--- src/rtl/dr_data_port_responder.sv ---
// rtl/dr_data_port_responder.sv - dual-rail four-phase data port responder backed by a single-port SRAM
// Synchronises all incoming rails and acks, detects complete codewords and spacers,
// performs one SRAM access per transaction and pushes abort/di back dual-rail.
module dr_data_port_responder #(
  parameter int          SYNC_STAGES = 2,
  parameter logic [31:0] ABORT_BASE  = 32'hFFFF_0000,
  parameter int          MEM_AW      = 16
) (
  input  logic              clk,
  input  logic              nreset,
  input  logic [37:0]       access_0r0d,
  input  logic [37:0]       access_0r1d,
  output logic              access_0a,
  input  logic              mode_0r0d,
  input  logic              mode_0r1d,
  output logic              mode_0a,
  input  logic [31:0]       do_0r0d,
  input  logic [31:0]       do_0r1d,
  output logic              do_0a,
  output logic [31:0]       di_0r0d,
  output logic [31:0]       di_0r1d,
  input  logic              di_0a,
  output logic              abort_0r0d,
  output logic              abort_0r1d,
  input  logic              abort_0a,
  output logic              mem_en,
  output logic              mem_we,
  output logic [3:0]        mem_be,
  output logic [MEM_AW-1:0] mem_addr,
  output logic [31:0]       mem_wdata,
  input  logic [31:0]       mem_rdata,
  output logic              proto_err
);

  localparam int IN_W = 38 * 2 + 2 + 32 * 2 + 2;

  typedef enum logic [2:0] {
    S_IDLE, S_ACK, S_MEM, S_WAIT, S_RESP, S_RTZ
  } state_e;

  // Synchroniser chain covering every incoming rail and ack
  logic [IN_W-1:0] sync_q [SYNC_STAGES];
  logic [IN_W-1:0] raw_in;
  logic [37:0]     a1, a0;
  logic            m1, m0;
  logic [31:0]     d1, d0;
  logic            di_ack, ab_ack;

  assign raw_in = {access_0r1d, access_0r0d, mode_0r1d, mode_0r0d,
                   do_0r1d, do_0r0d, di_0a, abort_0a};
  assign {a1, a0, m1, m0, d1, d0, di_ack, ab_ack} = sync_q[SYNC_STAGES-1];

  // Shift all raw inputs through SYNC_STAGES flops
  always_ff @(posedge clk or negedge nreset) begin
    if (!nreset) begin
      for (int i = 0; i < SYNC_STAGES; i++) sync_q[i] <= '0;
    end else begin
      sync_q[0] <= raw_in;
      for (int i = 1; i < SYNC_STAGES; i++) sync_q[i] <= sync_q[i-1];
    end
  end

  // Completion / spacer detection on the synchronised rails
  logic a_comp, a_spc, m_comp, m_spc, d_comp, d_spc, proto_now, req_go;
  assign a_comp    = &(a1 ^ a0);
  assign a_spc     = ~|(a1 | a0);
  assign m_comp    = m1 ^ m0;
  assign m_spc     = ~(m1 | m0);
  assign d_comp    = &(d1 ^ d0);
  assign d_spc     = ~|(d1 | d0);
  assign proto_now = (|(a1 & a0)) | (m1 & m0) | (|(d1 & d0));
  assign req_go    = a_comp && m_comp && (!a1[34] || d_comp);

  state_e      state_q, state_d;
  logic [31:0] addr_q, addr_d, wdata_q, wdata_d, rdata_q, rdata_d;
  logic [1:0]  size_q, size_d;
  logic        wr_q, wr_d, mode_q, mode_d, proto_q;
  logic        capture, abort_hit;
  logic [3:0]  be;

  // Mode is carried for completeness only; the access does not depend on it
  logic unused_mode;
  assign unused_mode = mode_q;

  assign capture   = (state_q == S_IDLE) && req_go;
  assign abort_hit = (addr_q >= ABORT_BASE) || (size_q == 2'b11);

  // Request capture in IDLE, read data latch in WAIT
  always_comb begin
    addr_d  = capture ? a1[31:0]  : addr_q;
    size_d  = capture ? a1[33:32] : size_q;
    wr_d    = capture ? a1[34]    : wr_q;
    wdata_d = capture ? d1        : wdata_q;
    mode_d  = capture ? m1        : mode_q;
    rdata_d = (state_q == S_WAIT) ? mem_rdata : rdata_q;
  end

  // Byte enables from size and low address bits
  always_comb begin
    be = 4'b0000;
    case (size_q)
      2'b00:   be = 4'b0001 << addr_q[1:0];
      2'b01:   be = addr_q[1] ? 4'b1100 : 4'b0011;
      2'b10:   be = 4'b1111;
      default: be = 4'b0000;
    endcase
  end

  // Next-state logic
  always_comb begin
    state_d = state_q;
    case (state_q)
      S_IDLE: if (req_go) state_d = S_ACK;
      S_ACK:  if (a_spc && m_spc && (!wr_q || d_spc)) state_d = S_MEM;
      S_MEM:  state_d = wr_q ? S_RESP : S_WAIT;
      S_WAIT: state_d = S_RESP;
      S_RESP: if (ab_ack && (wr_q || di_ack)) state_d = S_RTZ;
      S_RTZ:  if (!ab_ack && (wr_q || !di_ack)) state_d = S_IDLE;
      default: state_d = S_IDLE;
    endcase
  end

  // Outputs decoded from the next state so every rail changes on one edge, glitch-free
  logic              acc_ack_d, mode_ack_d, do_ack_d, ab1_d, ab0_d, men_d, mwe_d;
  logic [31:0]       di1_d, di0_d, mwdata_d, di_val;
  logic [3:0]        mbe_d;
  logic [MEM_AW-1:0] maddr_d;
  always_comb begin
    acc_ack_d  = 1'b0;
    mode_ack_d = 1'b0;
    do_ack_d   = 1'b0;
    ab1_d      = 1'b0;
    ab0_d      = 1'b0;
    di1_d      = '0;
    di0_d      = '0;
    di_val     = '0;
    men_d      = 1'b0;
    mwe_d      = 1'b0;
    mbe_d      = '0;
    maddr_d    = '0;
    mwdata_d   = '0;
    case (state_d)
      S_ACK: begin
        acc_ack_d  = 1'b1;
        mode_ack_d = 1'b1;
        do_ack_d   = wr_d;
      end
      S_MEM: begin
        if (!abort_hit) begin
          men_d    = 1'b1;
          mwe_d    = wr_q;
          mbe_d    = be;
          maddr_d  = addr_q[MEM_AW+1:2];
          mwdata_d = wdata_q;
        end
      end
      S_RESP: begin
        ab1_d = abort_hit;
        ab0_d = !abort_hit;
        if (!wr_q) begin
          di_val = abort_hit ? 32'h0 : rdata_d;
          di1_d  = di_val;
          di0_d  = ~di_val;
        end
      end
      default: ;
    endcase
  end

  // State, captured data, registered outputs and sticky protocol error
  always_ff @(posedge clk or negedge nreset) begin
    if (!nreset) begin
      state_q    <= S_IDLE;
      addr_q     <= '0;
      size_q     <= '0;
      wr_q       <= 1'b0;
      wdata_q    <= '0;
      rdata_q    <= '0;
      mode_q     <= 1'b0;
      proto_q    <= 1'b0;
      access_0a  <= 1'b0;
      mode_0a    <= 1'b0;
      do_0a      <= 1'b0;
      abort_0r1d <= 1'b0;
      abort_0r0d <= 1'b0;
      di_0r1d    <= '0;
      di_0r0d    <= '0;
      mem_en     <= 1'b0;
      mem_we     <= 1'b0;
      mem_be     <= '0;
      mem_addr   <= '0;
      mem_wdata  <= '0;
    end else begin
      state_q    <= state_d;
      addr_q     <= addr_d;
      size_q     <= size_d;
      wr_q       <= wr_d;
      wdata_q    <= wdata_d;
      rdata_q    <= rdata_d;
      mode_q     <= mode_d;
      proto_q    <= proto_q | proto_now;
      access_0a  <= acc_ack_d;
      mode_0a    <= mode_ack_d;
      do_0a      <= do_ack_d;
      abort_0r1d <= ab1_d;
      abort_0r0d <= ab0_d;
      di_0r1d    <= di1_d;
      di_0r0d    <= di0_d;
      mem_en     <= men_d;
      mem_we     <= mwe_d;
      mem_be     <= mbe_d;
      mem_addr   <= maddr_d;
      mem_wdata  <= mwdata_d;
    end
  end

  assign proto_err = proto_q;

endmodule

--- config.mk ---
export PLATFORM = sky130hd
export DESIGN_NAME = dr_data_port_responder
export DESIGN_NICKNAME = d
export VERILOG_FILES = /design/src/rtl/dr_data_port_responder.sv
export SDC_FILE = /design/constraint.sdc
export NUM_CORES = 1
export LEC_CHECK = 0
export ABC_AREA = 1
export CORE_UTILIZATION = 50
export CTS_BUF_LIST = sky130_fd_sc_hd__clkbuf_8
export DETAILED_ROUTE_END_ITERATION = 12
export PLACE_DENSITY = 0.76
export SETUP_SLACK_MARGIN = 0.5
export SLEW_MARGIN = 20
export SYNTH_ARGS = -nofsm -noshare
export SYNTH_HDL_FRONTEND = slang
export SYNTH_SLANG_ARGS = --single-unit
export TNS_END_PERCENT = 20
--- constraint.sdc ---
create_clock -name clk -period 2.2 [get_ports clk]
set_input_delay 0.44 -clock clk [delete_from_list [all_inputs] [get_ports clk]]
set_output_delay 0.44 -clock clk [all_outputs]
set_load 0.02 [all_outputs]
==> metrics.md, run 1 <==
| Metric | Value |
|---|---|
| Outcome | finished, violations left |
| Violated checks | setup timing |
| Die Span Y | 195.9 microns |
| CP Class | reg -> reg |
| Startpoint Class | register |
| PortBufs | ~300 |
| Worst Slack Setup Final | -19.29 ps |
| Sequential Power Share | around 50% |
| Netlist cell types | 27 |
| Placed instance area | around 23000 sq um |
| Worst-Skew Late Latency | just over 600 ps |
| Tcrit/Tclk final | 100.9% |
| R2R Setup Slk | -20 ps |
| Clock share of power | about 45% |
| Top Ports | 302 |
| Post-Route WL | between 40 and 50 mm |
| Post-synthesis cell area | between 15000 and 20000 sq um |
| Critical path, cell by cell | inv_2, ha_4, nand4_1, nor2_2, nand2_1, nor2_2, nand2_2, nand2_2, inv_2, nor2_4, nand2_8, buf_12, clkbuf_16, nor2_4 |
| Slowest cell on the critical path | dfrtp_1 |
| Worst path bufs/invs | 4 |
| Fin. max-slew vios | 0 |
| Worst setup EP type | register |
| Met2 Use GR | 35.38% |
| Routed vias/inst | 4.681 |
| Post-DP HPWL | between 20 and 30 mm |
| Final setup fails | 32 |
| Max_slew headroom | between 50% and 60% |
| Core Box Area | 36790 sq um |
| Final net count | around 2300 |
| Post-synth EDFFs | 0 |
| Iteration count of the initial detailed-routing pass | 5 |
| Initial antenna violation count | 3 |
| CTS Buf Count | about 80 |
| Final Hold Fails | 0 |
| Mean Syn Cell Area | 11.92 sq um |
| Clock root buffer | clkbuf_8 |
| CTS Buffer Depth | 3 |
| Largest net degree at the start of global routing | 85 |
| Async set-reset flop share out of synthesis | between 90% and 100% |
| Reg clk slew, reported paths | 70 ps |
| First-pass GRT wire length | 62.58 mm |
| CP peak stage delay | slightly above 400 ps |
| Vias in the first global route | between 10000 and 15000 |
| CTS tree | built |
| Max IR drop VDD | around 600 uV |
| Drt drc | 0 |
| Psw | 4.241 mW |
| Max Fclk | ~450 MHz |
| RSZ-0062 raised after global routing | true |
| Remaining Overflow, GRT | 0 |
| DR iter-0 viols | about 500 |
| Met1 Use GR | a little over a quarter |
| Die Area | 38370 sq um |
| Initial cell density of the core | about 51% |
| Syn Inst Count | around 1600 |
| Max-cap violations | 0 |
| Fin util | 69.61% |
| Tightest Pin Transition | between 600 and 700 ps |
| PwrDens | about 760 nW/um^2 |
| Die width | between 150 and 200 microns |
| Layout area overhead | 36.24% |
| Synth Flop Type | dfrtp_1 |
| Post-route cell area | 25610 sq um |
| WP data arrival | between 2000 and 3000 ps |
| Synth Net Count | 1897 |
| Cell family with most CP delay | simple AND/OR/NAND/NOR gates |
| Leakage Power | 14.15 nW |
| Critical Path RT | around 2800 ps |
| Global routing's busiest layer | met2 |
| #FFs+latches synth | 513 |
| Num rows | 70 |
| Net Sw Frac | a little over a fifth |
| Total design power | 19.54 mW |
| Final setup skew | 26.41 ps |
| GPL Wtd Cong | ~0.84 |
| Post-route ant nets | 0 |
| Cell-internal power | roughly 15 mW |
| DR WL/cell | around 16 microns |
| Fillers | ~2500 |
| Tmin final | roughly 2200 ps |
| CP max FO | 8 |
| Met3 Resource Use GR | under 10% |
| Share of cells above drive strength 1 | a little over a fifth |
| Max H-tree Level | 3 |
| CTS sink count | 513 |
| Total Routing Usage GR | between 20% and 30% |
| YS warnings | 0 |
| Min-delay worst type | in -> reg |
| Comb pwr share | approximately 5.2% |
| Seq/Total Area, Yosys | roughly two thirds |
| Vias post-DR | between 10000 and 15000 |
[final timing paths]
| path | from | end | cells past startpoint |
|---|---|---|---|
| setup / recovery | a1[4] | di_0r0d[22] | 14 |
| min in group asynchronous | nreset | addr_q[5] | 2 |
| max in group asynchronous | nreset | mem_wdata[14] | 3 |
| hold / removal | access_0r0d[12] | sync_q[224] | 1 |
| hold reg to reg | sync_q[267] | a1[17] | 0 |
| setup reg to reg | a1[4] | di_0r0d[22] | 14 |
[power groups by stage]
| stage | clock (mW) | combinational [mW] | sequential [mW] |
|---|---|---|---|
| final | 8.70 | 1.02 | 9.83 |
| after CTS | 8.93 | 0.987 | 9.83 |
| after floorplan | 0 | 0.241 | 9.96 |
| after global routing | 9.37 | 1.15 | 9.85 |
| after detailed placement | 0 | 0.953 | 9.99 |
| after global placement | 0 | 0.925 | 9.98 |
[stage by stage]
| stage | hold slack, ps | TNS, ps | std cells | setup WS (ps) |
|---|---|---|---|---|
| after floorplan | 144.4 | 0 | 1577 | 358.7 |
| after global placement | 332.0 | -3468 | 2361 | -73.41 |
| after detailed placement | 334.7 | -10090 | 2361 | -143.6 |
| after CTS | 197.9 | 0 | 2534 | 2.489 |
| after global routing | 207.8 | -11700 | 2555 | -136.3 |
| final | 249.7 | -247.9 | 2555 | -19.29 |
[sequential cells by signal (all words and copies together), names as in the netlist, 2 cells and up]
signal and count:
sync_q 144, addr_q 32, di_0r1d 32, mem_be 4, size_q 2, state_q 3
rdata_q 32, a0 38, di_0r0d 32, mem_addr 16, mem_wdata 32, wdata_q 32
a1 38, d1 32, d0 32
[cell families (layout without fill, tap and decap cells)]
kind of cell | count (synthesis) | after routing | synth area share [%]
buffers and inverters | 259 | 766 | 5.838
adders and majority gates | 142 | 142 | 9.453
AOI/OAI and AO/OA | 76 | 76 | 2.050
other | 0 | 3 | 0
DFF | 513 | 513 | 68.30
and+or+nand+nor | 587 | 587 | 14.36
[cells in the mapped netlist (9+ instances only)]
cell type / number / area, sq um
dfrtp_1: 513 / 12840
nand2_1: 323 / 1212
inv_1: 210 / 788.3
ha_1: 142 / 1777
nor2_1: 133 / 499.2
o21ai_0: 69 / 345.3
nor2_4: 41 / 461.7
nand3_1: 38 / 190.2
clkbuf_1: 26 / 97.59
nor4_1: 18 / 112.6
nand4_1: 16 / 100.1
buf_2: 9 / 45.04
[cell usage in the layout (no fill, tap or decap), drive strengths merged]
master         instances
clkdlybuf4s50        176
clkinv                12
nor3                   8
dlymetal6s2s          88
nor4                  18
nand3                 39
ha                   142
a21oi                  3
diode                  3
nand3b                 1
nand2                328
o21ai                 69
clkinvlp               1
nor2                 176
inv                  236
bufinv                 7
dfrtp                513
nand4                 16
buf                  105
or2                    1
clkbuf               140
dlygate4sd3            1
a31oi                  4
[cell type report]
type	instances	area, sq um	area share (%)
Clock inverter	44	391.6	1.529
Antenna cell	3	7.507	0.02932
Timing Repair Buffer	407	4258	16.63
Multi-Input combinational cell	805	5314	20.75
Tap cell	468	585.6	2.287
Clock buffer	103	1418	5.536
Sequential cell	513	12840	50.13
Inverter	212	795.8	3.108
[layer usage]
layer,vias to the layer above,share of wire [%]
li1,5734,-
met1,5784,41
met5,-,0
met2,338,51
met3,105,4.8
met4,0,3.5
[repair_timing]
item / 4_1_cts / 5_1_grt
hold endpoints to repair: 30 / 0
resized for setup: 42 / 316
buffers inserted: 22 / 14
pin swaps: 16 / 38
hold buffers: 1 / 0
endpoints found under the setup margin: 315 / 317
cloned: 3 / 4
No activity file was read; power rests on OpenSTA's default activity.
==> run 2, diff against run 1 <==
--- a/config.mk
+++ b/config.mk
@@ -6,10 +6,10 @@
 export NUM_CORES = 1
 export LEC_CHECK = 0
 export ABC_AREA = 1
-export CORE_UTILIZATION = 50
+export CORE_UTILIZATION = 54
 export CTS_BUF_LIST = sky130_fd_sc_hd__clkbuf_8
 export DETAILED_ROUTE_END_ITERATION = 12
-export PLACE_DENSITY = 0.76
+export PLACE_DENSITY = 0.81
 export SETUP_SLACK_MARGIN = 0.5
 export SLEW_MARGIN = 20
 export SYNTH_ARGS = -nofsm -noshare
==> metrics.md, run 2 (synthesis gave the netlist of run 1 again) <==
| Metric | Value |
|---|---|
| Outcome | finished, violations left |
| Violated checks | setup timing |
| CTS Buffer Depth | 3 (unchanged) |
| Crit path top cell by count | nand2_1 |
| Worst hold slack | 246.5 ps (-3.242 ps) |
| PwrDens | 754.5 nW/um^2 (-1.1%) |
| Top Ports | 302 (unchanged) |
| CTS Buf Count | 80 (-1.2%) |
| Critical path, cell by cell | inv_1, ha_4, nand2_2, nor2_4, nand2_1, nor2_1, nand2_1, nor2_2, nand2_1, nand2_2, inv_2, nor2_4, buf_12, nand2_8, buf_12, clkbuf_16, nor2_1 |
| Total design power | 19.62 mW (+0.36%) |
| WP data arrival | 2920 ps (+150 ps) |
| Dpl cells | 2335 (-1.1%) |
| Vias in the first global route | 13030 (+4.4%) |
| CP Class | reg -> reg |
| Core Box Area | 33870 sq um (-7.9%) |
| Die width | 188.6 microns (-3.7%) |
| Max IR drop VDD | 596.5 uV (+2.1%) |
| Drt drc | 0 (unchanged) |
| Largest net degree at the start of global routing | 89 (+4.7%) |
| Layout area overhead | 38.31% |
| Max_slew headroom | 51.44% (-2.9 points) |
| Num rows | 67 (-4.3%) |
| Die Span Y | 188.6 microns (-3.7%) |
| Min-delay worst type | in -> reg |
| Final Hold Fails | 0 (unchanged) |
| Startpoint Class | register |
| Cell family with most CP delay | simple AND/OR/NAND/NOR gates |
| Max FFs per register | 144 (unchanged) |
| R2R Setup Slk | -190 ps (-170 ps) |
| CP max FO | 8 (unchanged) |
| Tmin final | 2388 ps (+168.4 ps) |
| Final setup skew | 31.73 ps (+5.320 ps) |
| Share of cells above drive strength 1 | 20.17% (-1.6 points) |
| Leakage Power | 14.48 nW (+2.3%) |
| DR WL/cell | 18.35 microns (+14%) |
| Reg with most FFs | sync_q |
| Most common cell after layout, fill and taps aside | dfrtp_1 |
| Final setup fails | 149 (+370%) |
| Worst path bufs/invs | 5 (+1) |
| Iteration count of the initial detailed-routing pass | 5 (unchanged) |
| Max-cap violations | 0 (unchanged) |
| GPL Wtd Cong | 0.8548 (+1.9%) |
| Tightest Pin Transition | 728.3 ps (+43.79 ps) |
| Worst-Skew Late Latency | 630 ps (about the same) |
| PortBufs | 301 (unchanged) |
| First-pass GRT wire length | 66.71 mm (+6.6%) |
| Post-Layout Cell Count | 2529 (-1.0%) |
| Final net count | 2331 (-0.38%) |
| Tcrit/Tclk final | 108.5% (+7.7 points) |
| Critical Path RT | 2730 ps (-20 ps) |
| CTS tree | built |
| Remaining Overflow, GRT | 0 (unchanged) |
| Initial cell density of the core | 55.50% (+4.4 points) |
| Post-DP HPWL | 27.36 mm (-0.54%) |
| Routed vias/inst | 4.967 (+6.1%) |
| Fin util | 76.76% (+7.1 points) |
| Die Area | 35560 sq um (-7.3%) |
| Post-route cell area | 26000 sq um (+1.5%) |
| CP peak stage delay | 390 ps (-20 ps) |
| Initial antenna violation count | 8 (+5) |
| Max H-tree Level | 3 (unchanged) |
| Placed instance area | 22680 sq um (-0.25%) |
| Vias post-DR | 12560 (+5.0%) |
| Commonest non-fill, non-tap cells in the layout | 513 x dfrtp_1, 313 x nand2_1, 212 x inv_1 |
| CTS sink count | 513 (unchanged) |
| Worst setup EP type | register |
| Reg clk slew, reported paths | 60 ps (about the same) |
| Fin. max-slew vios | 0 (unchanged) |
| Worst Slack Setup Final | -187.7 ps (-168.4 ps) |
| Max Fclk | 418.8 MHz (-7.1%) |
| Post-Route WL | 46.41 mm (+13%) |
| Post-route ant nets | 0 (unchanged) |
| Clock root buffer | clkbuf_8 |
| DR iter-0 viols | 853 (+66%) |
| RSZ-0062 raised after global routing | true |
| Slowest cell on the critical path | dfrtp_1 |
| Total Routing Usage GR | 24.53% (+3.3 points) |
-- run 2: final cells by class --
type                    instances  area (sq um)
diodes                          9         22.52
well taps                     448         560.5
inverters                     212         795.8
flip-flops and latches        513         12840
multi-input cells             805          5545
fillers                      1965          7871
clock buffers                 102          1404
clock inverters                41         384.1
repair buffers                399          4447
-- run 2: final timing paths --
path / depth (start not counted) / startpoint / to
worst max-delay path: 17 / a0[19] / di_0r0d[19]
max in group asynchronous: 3 / nreset / di_0r0d[5]
worst min-delay path: 1 / access_0r1d[20] / sync_q[270]
min in group asynchronous: 2 / nreset / a1[5]
worst min register to register: 0 / sync_q[209] / d1[31]
worst max register to register: 17 / a0[19] / di_0r0d[19]
-- run 2: timing repair --
action	in CTS	in global routing
endpoints found under the setup margin	315	315
hold buffers	1	0
hold endpoints to repair	36	0
setup buffers	16	11
pin swaps	21	41
resized for setup	106	246
cloned	5	9
-- run 2: power by group --
group | internal (mW) | switching [mW]
clock network | 5.02 | 3.75
logic | 0.517 | 0.498
registers | 9.70 | 0.125
total | 15.2 | 4.37
-- run 2: per-layer routing --
metal | up-vias | GRT usage [%] | wire, microns
met5 | - | 0 | 0
met4 | 0 | 13.06 | 2290
met3 | 141 | 4.507 | 2326
met2 | 485 | 41.59 | 23800
met1 | 6218 | 29.96 | 17990
li1 | 5717 | - | -
-- run 2: worst reg2reg max path, cell delays in order (launching register included) --
cell,delay [ps]
dfrtp_1,390
inv_1,110
ha_4,140
nand2_2,60
nor2_4,120
nand2_1,90
nor2_1,140
nand2_1,110
nor2_2,150
nand2_1,90
nand2_2,90
inv_2,50
nor2_4,100
buf_12,140
nand2_8,90
buf_12,160
clkbuf_16,170
nor2_1,110
-- run 2: per-stage QoR --
step	setup TNS (ps)	setup slack, ps
finish	-15610	-187.7
global route	-37010	-334.2
CTS	-148.2	-14.84
detailed placement	-2568	-79.31
global placement	-304.4	-18.08
floorplan	0	358.7
